<file path="config.mk">
export PLATFORM = sky130hd
export DESIGN_NAME = keypad_entry_ctrl
export DESIGN_NICKNAME = d
export VERILOG_FILES = /design/src/rtl/microwave_pkg.sv /design/src/rtl/key_edge_det.sv /design/src/rtl/keypad_entry_ctrl.sv
export SDC_FILE = /design/constraint.sdc
export NUM_CORES = 1
export LEC_CHECK = 0
export ABC_CLOCK_PERIOD_IN_PS = 1300
export CORE_UTILIZATION = 40
export DETAILED_ROUTE_END_ITERATION = 6
export PLACE_DENSITY = 0.68
export SLEW_MARGIN = 15
export SYNTH_ARGS = -nofsm -noshare
export SYNTH_HDL_FRONTEND = slang
export SYNTH_HIERARCHICAL = 1
export SYNTH_SLANG_ARGS = --single-unit
</file>
<file path="constraint.sdc">
create_clock -name clk -period 1.3 [get_ports clk]
set_input_delay 0.195 -clock clk [delete_from_list [all_inputs] [get_ports clk]]
set_output_delay 0.195 -clock clk [all_outputs]
set_load 0.05 [all_outputs]
</file>
<file path="src/rtl/microwave_pkg.sv">
// Shared types and defaults for the microwave keypad entry path.
package microwave_pkg;

    localparam int NUM_DIGITS_DEF   = 4;
    localparam int SEC_TENS_MAX_DEF = 5;

    typedef logic [3:0] digit_t;

    typedef enum logic [1:0] {
        S_IDLE  = 2'd0,
        S_ENTRY = 2'd1,
        S_LOAD  = 2'd2,
        S_RUN   = 2'd3
    } state_t;

    function automatic logic is_bcd(input digit_t d);
        return d <= 4'd9;
    endfunction

endpackage

</file>
<file path="src/rtl/key_edge_det.sv">
// Rising-edge detector for the keypad encoder strobe.
module key_edge_det (
    input  logic clk,
    input  logic reset,
    input  logic level,
    output logic rise
);

    logic prev;

    always_ff @(posedge clk) begin
        if (reset) prev <= 1'b0;
        else       prev <= level;
    end

    // History clears in reset, so a key held through release still fires once.
    assign rise = level & ~prev;

endmodule

</file>
<file path="src/rtl/keypad_entry_ctrl.sv">
// Keypad digit entry FSM and MM:SS buffer feeding the countdown timer.
module keypad_entry_ctrl
    import microwave_pkg::*;
#(
    parameter int NUM_DIGITS   = NUM_DIGITS_DEF,
    parameter int SEC_TENS_MAX = SEC_TENS_MAX_DEF
) (
    input  logic       clk,
    input  logic       reset,
    input  logic [3:0] bcd,
    input  logic       loadn,
    input  logic       clear,
    input  logic       start,
    input  logic       time_ack,
    input  logic       timer_busy,
    output logic       enable,
    output logic [3:0] min_tens,
    output logic [3:0] min_ones,
    output logic [3:0] sec_tens,
    output logic [3:0] sec_ones,
    output logic [2:0] digit_count,
    output logic       time_load,
    output logic       entry_err,
    output logic       abort
);

    state_t         state;
    digit_t [3:0]   digits;
    logic           key_evt;
    logic           key_ok;
    logic           full;
    logic           time_ok;

    key_edge_det u_edge (
        .clk   (clk),
        .reset (reset),
        .level (loadn),
        .rise  (key_evt)
    );

    assign key_ok  = key_evt && is_bcd(bcd);
    assign full    = digit_count >= 3'(NUM_DIGITS);
    assign time_ok = (|digits) && (digits[1] <= 4'(SEC_TENS_MAX));

    assign min_tens = digits[3];
    assign min_ones = digits[2];
    assign sec_tens = digits[1];
    assign sec_ones = digits[0];

    always_ff @(posedge clk) begin
        if (reset) begin
            state       <= S_IDLE;
            digits      <= '0;
            digit_count <= '0;
            time_load   <= 1'b0;
            entry_err   <= 1'b0;
            abort       <= 1'b0;
            enable      <= 1'b0;
        end else begin
            entry_err <= 1'b0;
            abort     <= 1'b0;
            case (state)
                // clear/start outrank a key here even though both are no-ops
                S_IDLE: begin
                    if (!clear && !start && key_ok && !full) begin
                        digits      <= {digits[2:0], bcd};
                        digit_count <= digit_count + 3'd1;
                        state       <= S_ENTRY;
                    end
                end
                S_ENTRY: begin
                    if (clear) begin
                        digits      <= '0;
                        digit_count <= '0;
                        state       <= S_IDLE;
                    end else if (start) begin
                        if (time_ok) begin
                            state     <= S_LOAD;
                            time_load <= 1'b1;
                            enable    <= 1'b1;
                        end else begin
                            entry_err <= 1'b1;
                        end
                    end else if (key_ok && !full) begin
                        digits      <= {digits[2:0], bcd};
                        digit_count <= digit_count + 3'd1;
                    end
                end
                S_LOAD: begin
                    if (time_ack) begin
                        state     <= S_RUN;
                        time_load <= 1'b0;
                    end
                end
                S_RUN: begin
                    if (clear || !timer_busy) begin
                        abort       <= clear;
                        digits      <= '0;
                        digit_count <= '0;
                        enable      <= 1'b0;
                        state       <= S_IDLE;
                    end
                end
                default: state <= S_IDLE;
            endcase
        end
    end

endmodule
</file>
==> summary.md, run 1 <==
| Metric | Value |
|---|---|
| Dpl cells | `196` |
| Sequential area share after synthesis | `0.417` |
| TritonCTS Sinks | `26` |
| Share of layout cells above drive strength 1 | `0.388` |
| Post-Syn Area per Cell | `10.5 µm²` |
| Post-synthesis mux area share | `0.144` |
| Synth Area in Compound Gates | `0.0822` |
| Largest family of logic cells by synthesized area | `simple AND/OR/NAND/NOR gates` |
| Slew Limit Headroom | `0.782` |
| Combinational share of power | `0.122` |
| Core ar. | `2850 µm²` |
| Post-CTS setup buffer count | `0` |
| Failing checks | `design-rule violations` |
| Number of CTS-inserted buffers | `3` |
| Minimum clock period | `1.23 ns` |
| XOR/XNOR share of the synthesized area | `0` |
| Internal | `1210 µW` |
| DPL Wire Length | `2.18 mm` |
| Synth area leader | `dfxtp_1` |
| Yosys top cell area share | `0.417` |
| Adder-Cell Fraction of Synth Area | `0.0201` |
| CTS Buffer Depth | `2` |
| Drt via density | `5.70` |
| Post-synth EDFFs | `0` |
| CTS tree | `built` |
| Post-synth cell types | `28` |
| Wire per inst | `15.2 µm` |
| P_leak | `0.000812 µW` |
| Vias in the first global route | `1,138` |
| Synthesized instance count | `119` |
| Crit path launch type | `flip-flop` |
| Seq pwr share | `0.522` |
| PD cells | `779 nW/µm²` |
| Post-Layout Cell Count | `201` |
| Top cells by count, synth | `28 x nand3_1, 26 x dfxtp_1, 18 x mux2i_1` |
| First-pass GRT wire length | `5.09 mm` |
| Fmax | `0.810 GHz` |
| Slew Viols, Final | `0` |
| Routability cong. | `0.839` |
| Clock share of power | `0.356` |
| Crit path arrival time | `1.48 ns` |
| Synth Cell Area | `1250 µm²` |
| Top cells by area, synth | `dfxtp_1 42%, mux2i_1 14%, nand3_1 11%, buf_6 5.4%, nor2b_4 2.2%` |
| Area delta synth->final | `60.9%` |
| FF+latch count, synth | `26` |
| Detailed Route Iter0 Violations | `42` |
| Total Routing Usage GR | `0.191` |
| WL final | `3.06 mm` |
| Sw frac | `0.224` |
| R2R depth | `3` |
| Die ar. | `3350 µm²` |
| Final setup fails | `0` |
| Post-synthesis simple-gate area fraction | `0.257` |
| Peak supply drop | `0.482 mV` |
| Syn nets | `132` |
| Reg-to-reg setup timing slack | `0.07 ns` |
| H-tree depth | `1` |
| Reg2reg end | `state[0]$_SDFFE_PP0P_` |
| # diodes | `0` |
| Initial Util | `0.437` |
| Setup CP Type | `reg2reg` |
| Critical Path Fanout Max | `2` |
| Die height | `57.8 µm` |
| Pin count of the biggest net entering global routing | `16` |
| Hold endpoint | `abort$_SDFF_PP0_` |
| # DRC | `2` |
| Final net count | `184` |
| Worst setup EP type | `flip-flop` |
| Min-delay src | `clear` |
| Width of the die | `57.8 µm` |
| Total net switching power | `350 µW` |
| Period utilization | `0.950` |
| Reg2reg start | `min_tens[2]$_SDFFE_PP0P_` |
| Hold Path Depth | `2` |
| Post-DRT Antenna Nets | `0` |
| Remaining Overflow, GRT | `0` |
| Root buf cell | `clkbuf_4` |
| Most frequent cell after synthesis | `nand3_1` |
| FFs w/ async S/R, synth | `0` |
| Port bufs | `33` |
| Worst-Margin Slew | `0.327 ns` |
| Max-cap violations | `0` |
| Fin util | `0.704` |
| Status | `finished with violations` |
| # IOs | `34` |
| Yosys Warn Count | `6` |
| Ys flop type | `dfxtp_1` |
| Hold Path Class | `in2reg` |
| Clock transition at path regs | `0.15 ns` |
| Num rows | `19` |
| Clk_skew | `0.0126 ns` |
| Vias | `1,145` |
| Final hold vios | `0` |
| Worst skew pair latency | `0.32 ns` |
| Drt first pass iters | `6` |
| Initial antenna violation count | `0` |
| Worst Path Required | `1.55 ns` |
==> placed cells by master (no fill, tap or decap), drive strengths merged <==
master         count
buf               43
nand3             28
dfxtp             26
mux2i             18
clkdlybuf4s50      9
a21oi              4
nand4              4
and4               4
inv                3
nor4               3
nand2              3
o31ai              3
clkbuf             3
o21ai              3
o211ai             2
ha                 2
nor2b              2
nand3b             2
nor2               2
nor3               1
a221oi             1
and2b              1
nor3b              1
bufinv             1
dlymetal6s2s       1
==> state kept, by name, summed over array words and instances (netlist names), named ones only <==
| signal | count |
|---|---|
| abort | 1 |
| sec_tens | 4 |
| digit_count | 3 |
| entry_err | 1 |
| state | 1 |
| min_tens | 4 |
| u_edge/prev | 1 |
| min_ones | 4 |
| enable | 1 |
| time_load | 1 |
| sec_ones | 4 |
==> worst max-delay path, stage by stage (launching register included) <==
cell and delay [ns]:
dfxtp_1 0.35, nor4_2 0.35, nand4_1 0.20, a221oi_2 0.26
==> per-stage QoR <==
stage	power, µW	instance area [µm²]	setup TNS (ns)	hold WS [ns]	worst slack [ns]
floorplan	931	1250	0	0.259	0.00637
global placement	1010	1910	-4.78	0.490	-0.247
detailed placement	1020	1910	-5.56	0.505	-0.307
CTS	1560	1970	0	0.443	0.00726
global route	1620	2010	-0.00823	0.281	-0.00823
finish	1560	2010	0	0.283	0.0650
==> what timing repair did <==
action,4_1_cts,5_1_grt
endpoints found under the setup margin,0,17
hold buffers,0,0
gates resized for setup,0,8
==> cells by family after synthesis <==
group                      after synthesis
buffers and inverters                   10
adders and majority gates                2
and+or+nand+nor                         50
AOI/OAI and AO/OA                       13
muxes                                   18
DFF                                     26
==> worst max path at each step <==
stage	start	end	slack (ns)	cells after the start
finish	min_tens[2]$_SDFFE_PP0P_	state[0]$_SDFFE_PP0P_	0.07	3
detailed placement	clear	min_tens[1]$_SDFFE_PP0P_	-0.31	4
global route	min_tens[2]$_SDFFE_PP0P_	state[0]$_SDFFE_PP0P_	-0.008	3
CTS	sec_ones[2]$_SDFFE_PP0P_	state[0]$_SDFFE_PP0P_	0.007	3
global placement	clear	sec_tens[2]$_SDFFE_PP0P_	-0.25	4
floorplan	digit_count[0]$_SDFFE_PP0P_	digit_count[1]$_SDFFE_PP0P_	0.006	4
==> per-layer routing <==
layer	routed length, µm	up-vias	global-route usage
met2	1540	38	0.312
li1	-	549	-
met5	0	-	0
met4	16	0	0.0680
met3	182	2	0.0357
met1	1320	556	0.252
==> final cells by class <==
class / count / area, µm²
Fill cell: 226 / 846
Timing Repair Buffer: 53 / 713
Multi-Input combinational cell: 84 / 666
Sequential cell: 26 / 526
Tap cell: 31 / 38.8
Clock inverter: 1 / 30.0
Clock buffer: 3 / 22.5
Inverter: 3 / 11.3
==> power groups by stage <==
| stage | logic, µW | registers (µW) | clock network [µW] |
|---|---|---|---|
| global placement | 182 | 832 | 0 |
| CTS | 186 | 815 | 564 |
| floorplan | 87.7 | 844 | 0 |
| detailed placement | 185 | 832 | 0 |
| global route | 204 | 817 | 599 |
| finish | 191 | 815 | 557 |
(Power assumes the default switching activity.)
==> inputs of run 2 (changes only) <==
ABC_AREA = 1   (was unset)
PLACE_DENSITY = 0.67   (was 0.68)
==> summary.md, run 2 <==
| Metric | Value |
|---|---|
| Synth area leader | `dfxtp_1` |
| Ys flop type | `dfxtp_1` |
| First-pass GRT wire length | `6.27 mm (+23%)` |
| Dpl cells | `303 (+55%)` |
| FFs w/ async S/R, synth | `0 (unchanged)` |
| Sequential area share after synthesis | `0.369 (-0.0485)` |
| Post-Syn Area per Cell | `7.16 µm² (-32%)` |
| DPL Wire Length | `2.51 mm (+15%)` |
| Top cells by area, synth | `dfxtp_1 37%, nand2_1 14%, nor2_1 8.8%, nand3_2 7.8%, inv_1 6.6%` |
| RSZ-0062 raised after global routing | `yes` |
| Drt via density | `4.69 (-18%)` |
| WL final | `4.00 mm (+31%)` |
| Crit path arrival time | `1.76 ns (+0.28 ns)` |
| Hold Buf Count CTS | `0 (unchanged)` |
| Final net count | `290 (+58%)` |
| Status | `finished with violations` |
| Worst skew pair latency | `0.32 ns (about the same)` |
| Total net switching power | `906 µW (+160%)` |
| Area delta synth->final | `80.1%` |
| Setup ws final | `-0.224 ns (-0.289 ns)` |
| Top cells by count, synth | `52 x nand2_1, 33 x nor2_1, 26 x dfxtp_1` |
| Final setup fails | `20 (+20)` |
| # DRC | `0 (-2)` |
| Most frequent cell after synthesis | `nand2_1` |
| Worst Path Required | `1.54 ns (about the same)` |
| Most common cell after layout, fill and taps aside | `nand2_1` |
| Post-Layout Cell Count | `322 (+60%)` |
| Core ar. | `3360 µm² (+18%)` |
| Initial antenna violation count | `0 (unchanged)` |
| Vias | `1,511 (+32%)` |
| Final hold vios | `0 (unchanged)` |
| Commonest cells after routing, fill and taps aside | `50 x nand2_1, 35 x buf_4, 31 x nor2_1, 27 x buf_12, 25 x inv_1` |
| Pin count of the biggest net entering global routing | `15 (-1)` |
| Detailed Route Iter0 Violations | `67 (+60%)` |
| Routability cong. | `0.838 (about the same)` |
| Die height | `61.4 µm (+6.1%)` |
| Initial Util | `0.420 (-0.0176)` |
| H-tree depth | `1 (unchanged)` |
| Remaining Overflow, GRT | `0 (unchanged)` |
| Worst-Margin Slew | `0.326 ns (-0.00137 ns)` |
| TritonCTS Sinks | `26 (unchanged)` |
| Critical Path Fanout Max | `4 (+2)` |
| Internal | `1590 µW (+31%)` |
| Share of layout cells above drive strength 1 | `0.431 (+0.0429)` |
| Syn nets | `210 (+59%)` |
| PD cells | `983 nW/µm² (+26%)` |
| Placed instance area | `2240 µm² (+17%)` |
| Fmax | `0.656 GHz (-19%)` |
| Total Routing Usage GR | `0.229 (+0.0379)` |
| Wire per inst | `12.4 µm (-18%)` |
| Sw frac | `0.363 (+0.139)` |
| # diodes | `0 (unchanged)` |
| # IOs | `34 (unchanged)` |
| FILL cells | `239 (+5.8%)` |
| Vias in the first global route | `1,399 (+23%)` |
| Setup CP Type | `reg2reg` |
| Clk_skew | `0.00460 ns (-0.00798 ns)` |
| Hold_ws | `0.496 ns (+0.213 ns)` |
| Worst setup EP type | `flip-flop` |
| Clock share of power | `0.168 (-0.188)` |
| Post-DRT Antenna Nets | `0 (unchanged)` |
| Number of CTS-inserted buffers | `3 (unchanged)` |
| CTS Buffer Depth | `2 (unchanged)` |
| Drt first pass iters | `4 (-2)` |
| Failing checks | `negative setup slack` |
| Period utilization | `1.17 (+0.223)` |
| Design area | `2540 µm² (+27%)` |
| Synthesized instance count | `197 (+66%)` |
| Post-synth cell types | `25 (-11%)` |
| Seq pwr share | `0.373 (-0.149)` |
| P_leak | `0.00117 µW (+44%)` |
| FF+latch count, synth | `26 (unchanged)` |
| Slew Limit Headroom | `0.782 (about the same)` |
| Hold Path Class | `reg2reg` |
| Yosys Warn Count | `6 (unchanged)` |
| Yosys top cell area share | `0.369 (-0.0485)` |
| Post-synth EDFFs | `0 (unchanged)` |
| Slew Viols, Final | `0 (unchanged)` |
| Clock transition at path regs | `0.15 ns (about the same)` |
| Width of the die | `61.4 µm (+6.1%)` |
| Num rows | `21 (+2)` |
| Combinational share of power | `0.459 (+0.337)` |
| CTS tree | `built` |
| Crit path launch type | `flip-flop` |
| Synth Cell Area | `1410 µm² (+13%)` |
| Max-cap violations | `0 (unchanged)` |
| Die ar. | `3770 µm² (+13%)` |
| Minimum clock period | `1.52 ns (+0.289 ns)` |
| Peak supply drop | `0.752 mV (+56%)` |
| Port bufs | `33 (unchanged)` |
| Root buf cell | `clkbuf_4` |
-- run 2: changes by cell type in the layout (fill, tap and decap cells not counted), sizes merged, moves of 3 or more --
cell | previous run | this run
nand2 | 3 | 57
inv | 3 | 28
a21oi | 4 | 8
nand4 | 4 | 0
nor2 | 2 | 33
o31ai | 3 | 0
nand3 | 28 | 24
nand3b | 2 | 5
and4 | 4 | 0
buf | 43 | 69
mux2i | 18 | 0
nor4 | 3 | 0
-- run 2: path summary, 6_finish.rpt --
kind / start / endpoint / slack [ns] / cells past startpoint
setup reg to reg: u_edge/prev$_SDFF_PP0_ / min_tens[2]$_SDFFE_PP0P_ / -0.22 / 10
setup / recovery: u_edge/prev$_SDFF_PP0_ / min_tens[2]$_SDFFE_PP0P_ / -0.22 / 10
hold reg to reg: time_load$_SDFFE_PP0P_ / time_load$_SDFFE_PP0P_ / 0.50 / 2
hold / removal: time_load$_SDFFE_PP0P_ / time_load$_SDFFE_PP0P_ / 0.50 / 2
-- run 2: repair_timing --
item                                    4_1_cts  5_1_grt
gates cloned                                  2        1
buffers inserted                             13        1
pin swaps                                     6        6
endpoints found under the setup margin       20       23
resized for setup                            17       13
-- run 2: cell type report --
| type | instances | area [µm²] | area share |
|---|---|---|---|
| repair buffers | 80 | 1020 | 0.400 |
| multi-input cells | 138 | 787 | 0.310 |
| flip-flops and latches | 26 | 538 | 0.212 |
| inverters | 28 | 105 | 0.0414 |
| well taps | 46 | 57.6 | 0.0226 |
| clock buffers | 4 | 36.3 | 0.0143 |
-- run 2: through the flow --
step	setup WS [ns]	utilization	setup TNS, ns	total power [µW]
floorplan	-0.110	-	-1.70	1500
global placement	-0.525	0.665	-10.10	1950
detailed placement	-0.570	0.665	-11.16	1960
CTS	-0.163	0.738	-2.58	2470
global route	-0.316	0.756	-5.33	2640
finish	-0.224	0.756	-3.51	2500
-- run 2: critical path: stages (launching register included) --
cell and delay (ns):
dfxtp_2 0.34, nor2_1 0.09, inv_1 0.07, nor3_4 0.15
nand2_2 0.09, a21oi_4 0.20, nand3_2 0.12, nand2_4 0.11
buf_6 0.13, clkbuf_16 0.13, nor2_1 0.04
-- run 2: routing by layer --
layer  GRT usage  vias up  part of all wire
li1            -      766                 -
met1       0.293      693              0.44
met2       0.411       44              0.50
met3      0.0336        8             0.042
met4      0.0444        0             0.017
met5           0        -                 0
-- run 2: power groups by stage --
stage | sequential (µW) | clock [µW] | combinational (µW)
2_1_floorplan | 1140 | 0 | 358
3_3_place_gp | 944 | 0 | 1010
3_5_place_dp | 943 | 0 | 1020
4_1_cts | 928 | 429 | 1110
5_1_grt | 939 | 467 | 1230
6_report | 931 | 419 | 1150
-- run 2: logic make-up (layout without fill, tap and decap cells) --
kind of cell	count (synthesis)	after routing	synth area share
simple gates	122	123	0.426
buf+inv	34	112	0.123
flops	26	26	0.369
compound gates	12	12	0.0585
fa+ha+maj	2	2	0.0177
xor+xnor	1	1	0.00621
